`src/rtl/amp_mul_scheduler_pkg.sv`:
```
// Shared widths, FSM state type and output saturation for the voice mixer.
package amp_pkg;

  localparam int MUL_W  = 32;
  localparam int PROD_W = 64;
  localparam int MIX_W  = 32;

  // Wide enough to hold any shifted accumulator (64 + clog2(16) bits) plus sign headroom.
  localparam int SAT_W = 80;

  localparam logic signed [SAT_W-1:0] SAT_MAX = SAT_W'(64'sh0000_0000_7FFF_FFFF);
  localparam logic signed [SAT_W-1:0] SAT_MIN = SAT_W'(64'shFFFF_FFFF_8000_0000);

  typedef enum logic [1:0] {
    IDLE  = 2'd0,
    ISSUE = 2'd1,
    DRAIN = 2'd2,
    DONE  = 2'd3
  } amp_state_e;

  // Clamp a sign-extended value into the signed 32-bit range.
  function automatic logic [MIX_W-1:0] saturate32(input logic signed [SAT_W-1:0] v);
    logic [MIX_W-1:0] r;
    if (v > SAT_MAX) begin
      r = 32'h7FFF_FFFF;
    end else if (v < SAT_MIN) begin
      r = 32'h8000_0000;
    end else begin
      r = v[MIX_W-1:0];
    end
    return r;
  endfunction

endpackage

```
`src/rtl/amp_mul_scheduler_tag_pipe.sv`:
```
// Voice-valid tag delay line; advances in lock-step with the multiplier's ce.
module amp_tag_pipe #(
  parameter int DEPTH = 4
) (
  input  logic clk_i,
  input  logic clr_n_i,
  input  logic ce_i,
  input  logic d_i,
  output logic q_o
);

  logic [DEPTH-1:0] pipe_q;

  // Shift one tag per enabled cycle; a clear drops every in-flight tag.
  always_ff @(posedge clk_i) begin
    if (!clr_n_i) begin
      pipe_q <= '0;
    end else if (ce_i) begin
      pipe_q[0] <= d_i;
      for (int i = 1; i < DEPTH; i++) begin
        pipe_q[i] <= pipe_q[i-1];
      end
    end
  end

  assign q_o = pipe_q[DEPTH-1];

endmodule

```
`src/rtl/amp_mul_scheduler.sv`:
```
// Shares one pipelined 32x32 multiplier across all voices and mixes the
// enabled amp x osc products into one saturated sample per Sample_tick.
//
// state | meaning
// IDLE  | waiting for Sample_tick, multiplier idle
// ISSUE | one voice's operands presented per cycle
// DRAIN | zero operands pushed until the last product leaves the multiplier
// DONE  | Mix_out updated, Mix_valid pulses
module amp_mul_scheduler
  import amp_pkg::*;
#(
  parameter int NUM_VOICES  = 4,
  parameter int MUL_LATENCY = 4,
  parameter int OUT_SHIFT   = 31
) (
  input  logic                         Sys_clk,
  input  logic                         Sys_rst_n,
  input  logic                         Sample_tick,
  input  logic [NUM_VOICES-1:0]        Voice_en,
  input  logic [MUL_W*NUM_VOICES-1:0]  Voice_amp,
  input  logic [MUL_W*NUM_VOICES-1:0]  Voice_osc,
  input  logic                         Overrun_clr,
  output logic                         Mul_ce,
  output logic                         Mul_sclr,
  output logic [MUL_W-1:0]             Mul_a,
  output logic [MUL_W-1:0]             Mul_b,
  input  logic [PROD_W-1:0]            Mul_p,
  output logic [MIX_W-1:0]             Mix_out,
  output logic                         Mix_valid,
  output logic                         Busy,
  output logic                         Overrun
);

  localparam int IDX_W = (NUM_VOICES > 1) ? $clog2(NUM_VOICES) : 1;
  localparam int ACC_W = PROD_W + $clog2(NUM_VOICES);
  localparam int DRN_W = 4;

  amp_state_e              state_q;
  logic [IDX_W-1:0]        k_q;
  logic [IDX_W-1:0]        k_nxt;
  logic [DRN_W-1:0]        drn_q;
  logic signed [ACC_W-1:0] acc_q;
  logic signed [ACC_W-1:0] acc_sum;
  logic signed [ACC_W-1:0] acc_sh;
  logic signed [SAT_W-1:0] sat_in;
  logic                    ce_q;
  logic                    en_q;
  logic                    valid_q;
  logic                    overrun_q;
  logic                    sclr_q;
  logic [MUL_W-1:0]        a_q;
  logic [MUL_W-1:0]        b_q;
  logic [MIX_W-1:0]        mix_q;
  logic                    tag_out;
  logic [MUL_W-1:0]        amp_arr [NUM_VOICES];
  logic [MUL_W-1:0]        osc_arr [NUM_VOICES];

  // Unpack the flattened voice buses and form the running sum including this cycle's product.
  always_comb begin
    for (int i = 0; i < NUM_VOICES; i++) begin
      amp_arr[i] = Voice_amp[MUL_W*i +: MUL_W];
      osc_arr[i] = Voice_osc[MUL_W*i +: MUL_W];
    end
    k_nxt   = k_q + IDX_W'(1);
    acc_sum = acc_q + (tag_out ? $signed({{(ACC_W-PROD_W){Mul_p[PROD_W-1]}}, Mul_p})
                               : $signed(ACC_W'(0)));
    acc_sh  = acc_sum >>> OUT_SHIFT;
    sat_in  = $signed({{(SAT_W-ACC_W){acc_sh[ACC_W-1]}}, acc_sh});
  end

  // The clear lags reset by one cycle so the external core is scrubbed after any reset.
  always_ff @(posedge Sys_clk) begin
    sclr_q <= ~Sys_rst_n;
  end

  // Sequencer: issue voices, drain the multiplier, publish the mix.
  always_ff @(posedge Sys_clk) begin
    if (!Sys_rst_n) begin
      state_q   <= IDLE;
      k_q       <= '0;
      drn_q     <= '0;
      acc_q     <= '0;
      ce_q      <= 1'b0;
      en_q      <= 1'b0;
      a_q       <= '0;
      b_q       <= '0;
      mix_q     <= '0;
      valid_q   <= 1'b0;
      overrun_q <= 1'b0;
    end else begin
      valid_q <= 1'b0;
      if (Sample_tick && (state_q != IDLE)) begin
        overrun_q <= 1'b1;
      end else if (Overrun_clr) begin
        overrun_q <= 1'b0;
      end
      if ((state_q == ISSUE) || (state_q == DRAIN)) begin
        acc_q <= acc_sum;
      end
      case (state_q)
        IDLE: begin
          if (Sample_tick) begin
            state_q <= ISSUE;
            acc_q   <= '0;
            k_q     <= '0;
            ce_q    <= 1'b1;
            a_q     <= amp_arr[0];
            b_q     <= osc_arr[0];
            en_q    <= Voice_en[0];
          end
        end
        ISSUE: begin
          if (k_q == IDX_W'(NUM_VOICES-1)) begin
            state_q <= DRAIN;
            a_q     <= '0;
            b_q     <= '0;
            en_q    <= 1'b0;
            drn_q   <= DRN_W'(MUL_LATENCY-1);
          end else begin
            k_q  <= k_nxt;
            a_q  <= amp_arr[k_nxt];
            b_q  <= osc_arr[k_nxt];
            en_q <= Voice_en[k_nxt];
          end
        end
        DRAIN: begin
          if (drn_q == '0) begin
            state_q <= DONE;
            ce_q    <= 1'b0;
            mix_q   <= saturate32(sat_in);
            valid_q <= 1'b1;
          end else begin
            drn_q <= drn_q - DRN_W'(1);
          end
        end
        DONE: begin
          state_q <= IDLE;
        end
        default: state_q <= IDLE;
      endcase
    end
  end

  amp_tag_pipe #(
    .DEPTH(MUL_LATENCY)
  ) u_tag_pipe (
    .clk_i   (Sys_clk),
    .clr_n_i (Sys_rst_n),
    .ce_i    (ce_q),
    .d_i     (en_q),
    .q_o     (tag_out)
  );

  assign Mul_ce    = ce_q;
  assign Mul_sclr  = sclr_q;
  assign Mul_a     = a_q;
  assign Mul_b     = b_q;
  assign Mix_out   = mix_q;
  assign Mix_valid = valid_q;
  assign Busy      = (state_q != IDLE);
  assign Overrun   = overrun_q;

endmodule

```
`config.mk`:
```
export PLATFORM = sky130hd
export DESIGN_NAME = amp_mul_scheduler
export DESIGN_NICKNAME = d
export VERILOG_FILES = /design/src/rtl/amp_mul_scheduler_pkg.sv /design/src/rtl/amp_mul_scheduler_tag_pipe.sv /design/src/rtl/amp_mul_scheduler.sv
export SDC_FILE = /design/constraint.sdc
export NUM_CORES = 1
export LEC_CHECK = 0
export ABC_CLOCK_PERIOD_IN_PS = 4200
export BUFFER_PORTS_ARGS = -buffer_cell sky130_fd_sc_hd__buf_2
export CORE_MARGIN = 2
export CORE_UTILIZATION = 24
export DETAILED_ROUTE_END_ITERATION = 10
export GPL_ROUTABILITY_DRIVEN = 0
export HOLD_SLACK_MARGIN = 0.08
export PLACE_DENSITY = 0.49
export SETUP_SLACK_MARGIN = 0.2
export SLEW_MARGIN = 20
export SYNTH_ARGS = -nofsm -noshare
export SYNTH_HDL_FRONTEND = slang
export SYNTH_SLANG_ARGS = --single-unit
```
`constraint.sdc`:
```
create_clock -name Sys_clk -period 4.2 [get_ports Sys_clk]
set_clock_uncertainty 0.2 [all_clocks]
set_input_delay 0.42 -clock Sys_clk [delete_from_list [all_inputs] [get_ports Sys_clk]]
set_output_delay 0.42 -clock Sys_clk [all_outputs]
set_load 0.02 [all_outputs]
```
After elaboration in Yosys (flattened, before gate mapping)
Cells that the tools add are included.
Widths: inputs -> output; s select.
{ "op_classes": {"addsub": 3, "n_lt_le_gt_ge": 4, "eq_ne": 9, "n_mux": 39, "n_bitwise": 2, "reduce_logical": 16} }
{ "op_table": {"columns": ["cell", "n"], "rows": [
  ["$mux 32", 10],
  ["$mux 66", 4],
  ["$bmux 32 s2", 2],
  ["$pmux 32 s2", 2],
  ["$add 66x66->66", 1],
  ["$gt 35x32->1 const B", 1],
  ["$lt 35x32->1 const B", 1],
  ["$reduce_and 3->1", 4],
  ["$mux 2", 5],
  ["$reduce_bool 2->1", 5],
  ["$mux 1", 8],
  ["$mux 4", 2],
  ["$pmux 2 s4", 1],
  ["$pmux 4 s2", 1],
  ["$eq 2x2->1 const B", 3],
  ["$ne 2x2->1 const B", 3],
  ["$reduce_and 2->1", 3],
  ["$logic_not 4->1", 1],
  ["$ne 2x1->1 const B", 2],
  ["$pmux 1 s2", 2],
  ["$pmux 2 s2", 1],
  ["$sub 4x1->4 const B", 1],
  ["$ge 3x3->1 const B", 1],
  ["$lt 2x3->1 const B", 1],
  ["other kinds (8)", 8]
]} }
{ "totals": {"register_bits": 179, "input_bits": 328, "output_inout_bits": 101, "word_cells": 86} }

Depth between registers and ports, before layout
{ "logic_depth": {"word_depth": 7, "ltp_mapped": 18, "ltp_nobuf": 16} }

Hierarchy
From an unflattened synthesis, not the netlist that was laid out.
{ "unflattened": {"cells_unflattened": 1477, "hier_area_um2": 12802.3} }
{ "modules_own_cells": {"columns": ["mod", "instances", "cells_each", "area_each_um2", "seq_area_each_um2"], "rows": [
  ["amp_mul_scheduler", 1, 1464, 12645.9, 3503.4],
  ["amp_tag_pipe", 1, 13, 156.4, 80.1]
]} }

Worst setup path after synthesis
OpenSTA, ideal clock, no wires.
{ "synth_path": {"path_type": "flip-flop to flip-flop", "startpoint": "register u_tag_pipe.pipe_q[3]", "endpoint": "register mix_q[0] (netlist: Mix_out[0])", "setup_ns": 0.119, "arrival_ns": 3.935, "path_slack_ns": -0.055, "stages_incl_launch_ff": 19, "n_path_buf": 2, "cell_sequence": "dfxtp_1 > clkbuf_1 > and2_1 > ha_1 > inv_1 > fa_1 > nand2b_1 > a21oi_1 > o211ai_1 > a2111oi_2 > nor3_1 > o31a_1 > o31a_2 > a21oi_1 > xor2_1 > or3_1 > a21oi_2 > buf_6 > a21oi_1"} }
{ "synth_between": {"elab_chain_len": 5, "word_cells_on_any_way": 6, "cone_classes": "1 x add/sub; 2 x order compare; 3 x mux"} }
{ "synth_lines": {"columns": ["item", "line_no", "source"], "rows": [
  ["from (decl)", "amp_mul_scheduler_tag_pipe.sv:12", "logic [DEPTH-1:0] pipe_q;"],
  ["from (signal, indexed assignment)", "amp_mul_scheduler_tag_pipe.sv:21", "pipe_q[i] <= pipe_q[i-1];"],
  ["$mux 66 (*)", "amp_mul_scheduler.sv:65", "acc_sum = acc_q + (tag_out ? $signed({{(ACC_W-PROD_W){Mul_p[PROD_W-1]}}, Mul_p})"],
  ["$add 66x66->66 (*)", "amp_mul_scheduler.sv:65", null],
  ["$lt 35x32->1", "amp_mul_scheduler_pkg.sv:26", "end else if (v < SAT_MIN) begin"],
  ["$mux 32", "amp_mul_scheduler_pkg.sv:26", null],
  ["$mux 32 (*)", "amp_mul_scheduler_pkg.sv:24", "if (v > SAT_MAX) begin"],
  ["to (signal assigned)", "amp_mul_scheduler.sv:130", "mix_q <= saturate32(sat_in);"],
  ["to (decl)", "amp_mul_scheduler.sv:53", "logic [MIX_W-1:0] mix_q;"]
]} }
Every way passes the cells marked *; elsewhere a longest branch is shown, timed or not.
A chain may end at the register's enable or synchronous reset.

Worst setup path in the final report
{ "layout_path": {"startpoint": "register u_tag_pipe.pipe_q[3]", "endpoint": "register mix_q[7] (netlist: Mix_out[7])"} }
Same word-level chain as after synthesis.

==> summary.txt <==
GRT
  – Initial antenna violation count: 10
  – Overflow after GRT: 0
  – Number of global-route vias before repair: about 13000
  – First-pass GRT wire length: roughly 75000 um
  – Pin count of the biggest net entering global routing: 67
  – Overall Global Routing Usage: about 19%

STA
  – Final critical delay including setup and external delays: 4.23 ns
  – Fmax: roughly 240 MHz
  – Slew at the pin closest to its max-slew limit: just over 1 ns
  – Unrepaired setup endpoints after global routing: true
  – Final setup viols: 27
  – Slew headroom: 31.8%
  – Fin crit share: 101%
  – Fin. max-slew vios: 0
  – Final worst slack: -0.0275 ns
  – Number of hold violations in the final report: 0
  – Hold Slack: 0.166 ns

Routing
  – DRT Wirelength: 50200 um
  – DR pass1 iterations: 9
  – Via count: 12922
  – Drt drc: 0
  – Iter 0 DRT Violations: 885
  – Routed vias/inst: 4.98
  – DR WL/cell: between 15 and 20 um
  – Antenna Nets Post-Route: 0

Power and ir drop
  – Max IR drop VDD: 331 uV
  – Pwr Density: 457 mW/mm^2
  – Leakage: roughly 7.7 nW

CTS
  – Worst-path clk slew: 0.08 ns
  – H-tree level count: 4
  – Worst skew pair latency: approximately 0.5 ns
  – CTS Buf Count: 17
  – CTS tree: done
  – Clock sinks: between 150 and 200
  – CTS root buf: clkbuf_16
  – Longest Clk Path Bufs: 2

Flow run
  – Max cap viols: 0

Min path
  – Worst Hold Class: input port to flop
  – HP Start: Voice_osc[19]
  – WHS Endpoint: Mul_b[19]$_SDFFE_PN0P_
  – Hold Path Depth: 3

Yosys
  – Synth area leaders: dfxtp_1 29%, mux4_2 12%, ha_1 7.3%
  – Post-synth EDFFs: 0
  – Sequential element share of the synthesized area: 29.3%
  – Post-synthesis register bit count: 179
  – Share of the synthesized area in the top cell type: 29.3%
  – Yosys warning count: 0
  – Post-synthesis cell count: 1400
  – Post-synthesis async set-or-reset flop share: 0%
  – Largest area contributor in the netlist: dfxtp_1
  – Top FF cell, synth: dfxtp_1
  – Mapped Area: 0.0122 sq mm
  – Synth unique cells: 64
  – Mapped Nets: 1800
  – Mapped Avg Cell Area: 8.74 sq um

Cells and area
  – Most frequent cells in the layout: 428 x buf_2, 184 x nor2_1, 177 x dfxtp_1
  – Layout cells sized above 1: 38.3%
  – # nets final: 2307
  – Fillers: 5257
  – Fin cells: 2596
  – Area growth syn-to-layout: 43.5%
  – Commonest non-fill, non-tap cell in the layout: buf_2

Setup path
  – R2R Setup Slk: -0.03 ns
  – R2r endpoint: Mix_out[7]$_SDFFE_PN0P_
  – Worst R2R Start: u_tag_pipe.pipe_q[3]$_SDFFE_PN0P_
  – FF-to-FF path depth: 19
  – CP max FO: 10
  – CP Launch Type: flop
  – Critical path required time: 4.37 ns
  – CP Data Arrival Time: 4.40 ns
  – WS Path Type: flop to flop
  – Endpoint class of the critical path: flop

Floorplanning
  – CORE AREA: just over 0.05 sq mm
  – Die area: 0.0528 sq mm
  – Die Span X: between 200 and 250 um
  – I/O pins: approximately 430
  – Die height: 230 um
  – Initial core utilization: 24.3%
  – Row count: about 80

Place
  – Placed Cells: 2479
  – IO buf count: 428
  – Hpwl dp: about 38000 um

Run status
  – Status: finished, violations left
  – Failing checks: setup timing
-- worst max-delay path by stage --
stage | from | endpoint
floorplan | u_tag_pipe.pipe_q[3]$_SDFFE_PN0P_ | Mix_out[0]$_SDFFE_PN0P_
global placement | Mul_p[10] | Mix_out[2]$_SDFFE_PN0P_
detailed placement | Mul_p[0] | Mix_out[17]$_SDFFE_PN0P_
CTS | u_tag_pipe.pipe_q[3]$_SDFFE_PN0P_ | Mix_out[30]$_SDFFE_PN0P_
global route | u_tag_pipe.pipe_q[3]$_SDFFE_PN0P_ | Mix_out[18]$_SDFFE_PN0P_
finish | u_tag_pipe.pipe_q[3]$_SDFFE_PN0P_ | Mix_out[7]$_SDFFE_PN0P_
-- registers in the layout, indices dropped and copies added (netlist names), 2 cells and up --
register / cells
acc_q: 66
Mix_out: 32
Mul_a: 32
Mul_b: 32
drn_q: 4
u_tag_pipe.pipe_q: 4
k_q: 2
state_q: 2
-- cell usage after synthesis, drive strengths merged (13+ instances only) --
| cell | instances |
|---|---|
| nor2 | 189 |
| mux4 | 65 |
| ha | 71 |
| nand2 | 102 |
| a211oi | 15 |
| a21oi | 107 |
| o21ai | 76 |
| a222oi | 39 |
| nand3 | 19 |
| and3 | 13 |
| nor3 | 42 |
| dfxtp | 179 |
| xor2 | 30 |
| o21bai | 13 |
| and2 | 67 |
| buf | 29 |
| xnor2 | 34 |
| nand4 | 17 |
| clkbuf | 80 |
| a221oi | 27 |
| mux2i | 68 |
| a21o | 23 |
| inv | 21 |
-- logic make-up after synthesis --
| group | synth area share, % |
|---|---|
| compound gates | 19.1 |
| xor+xnor | 4.58 |
| simple gates | 17.8 |
| mux | 17.5 |
| fa+ha+maj | 7.42 |
| buf+inv | 4.33 |
| flops | 29.3 |
-- metal layers --
| layer | GRT usage (%) | vias to the layer above | share of wire [%] |
|---|---|---|---|
| met4 | 6.98 | 10 | 2.8 |
| li1 | - | 6193 | - |
| met3 | 5.32 | 78 | 7.0 |
| met2 | 32.6 | 450 | 50 |
| met1 | 21.3 | 6191 | 41 |
| met5 | 0 | - | 0.14 |
-- final cells by class --
type                            instances  area, sq um  share of cell area (%)
Antenna cell                            4         10.0                  0.0570
Tap cell                              672          841                    4.79
Clock inverter                         15          140                   0.798
Inverter                               21         78.8                   0.449
Clock buffer                           17          425                    2.42
Sequential cell                       179         3590                    20.4
Timing Repair Buffer                  597         3740                    21.3
Multi-Input combinational cell       1091         8740                    49.8
-- worst max-delay path, cell delays in order, from the launching register on --
cell	delay, ns
dfxtp_4	0.39
buf_12	0.15
buf_8	0.13
and2_1	0.13
ha_1	0.36
nand4_1	0.20
nor2_2	0.19
nand3_2	0.14
a2111oi_4	0.24
nor3_2	0.06
buf_4	0.15
o31a_1	0.28
o31a_2	0.34
o2bb2ai_2	0.14
a21oi_2	0.05
or3_4	0.40
a21oi_4	0.21
buf_12	0.15
clkbuf_16	0.14
a21oi_2	0.04
-- power breakdown --
part           internal (mW)  leakage (nW)  switching, mW
combinational           1.64          5.95           2.38
sequential              2.10          1.46          0.283
clock                  0.782         0.279          0.840
-- metrics by stage --
stage	total power [mW]	utilization [%]	setup slack, ns	setup TNS [ns]	cell area (sq um)
final	8.03	34.9	-0.0275	-0.518	17600
after global routing	8.55	34.9	-0.221	-5.95	17600
after floorplan	4.91	-	0.242	0	12300
after CTS	8.13	34.1	0.00514	0	17200
after detailed placement	6.33	31.0	-0.214	-6.06	15600
after global placement	6.30	31.0	-0.140	-3.88	15600
-- timing repair --
| action | 4_1_cts | 5_1_grt |
|---|---|---|
| hold endpoints to repair | 60 | 0 |
| gates resized for setup | 51 | 59 |
| endpoints found under the setup margin | 39 | 45 |
| pin swaps | 10 | 19 |
| buffers inserted | 8 | 9 |
| hold buffers | 61 | 0 |
| gates cloned | 1 | 2 |
No activity file was read; power rests on OpenSTA's default activity.
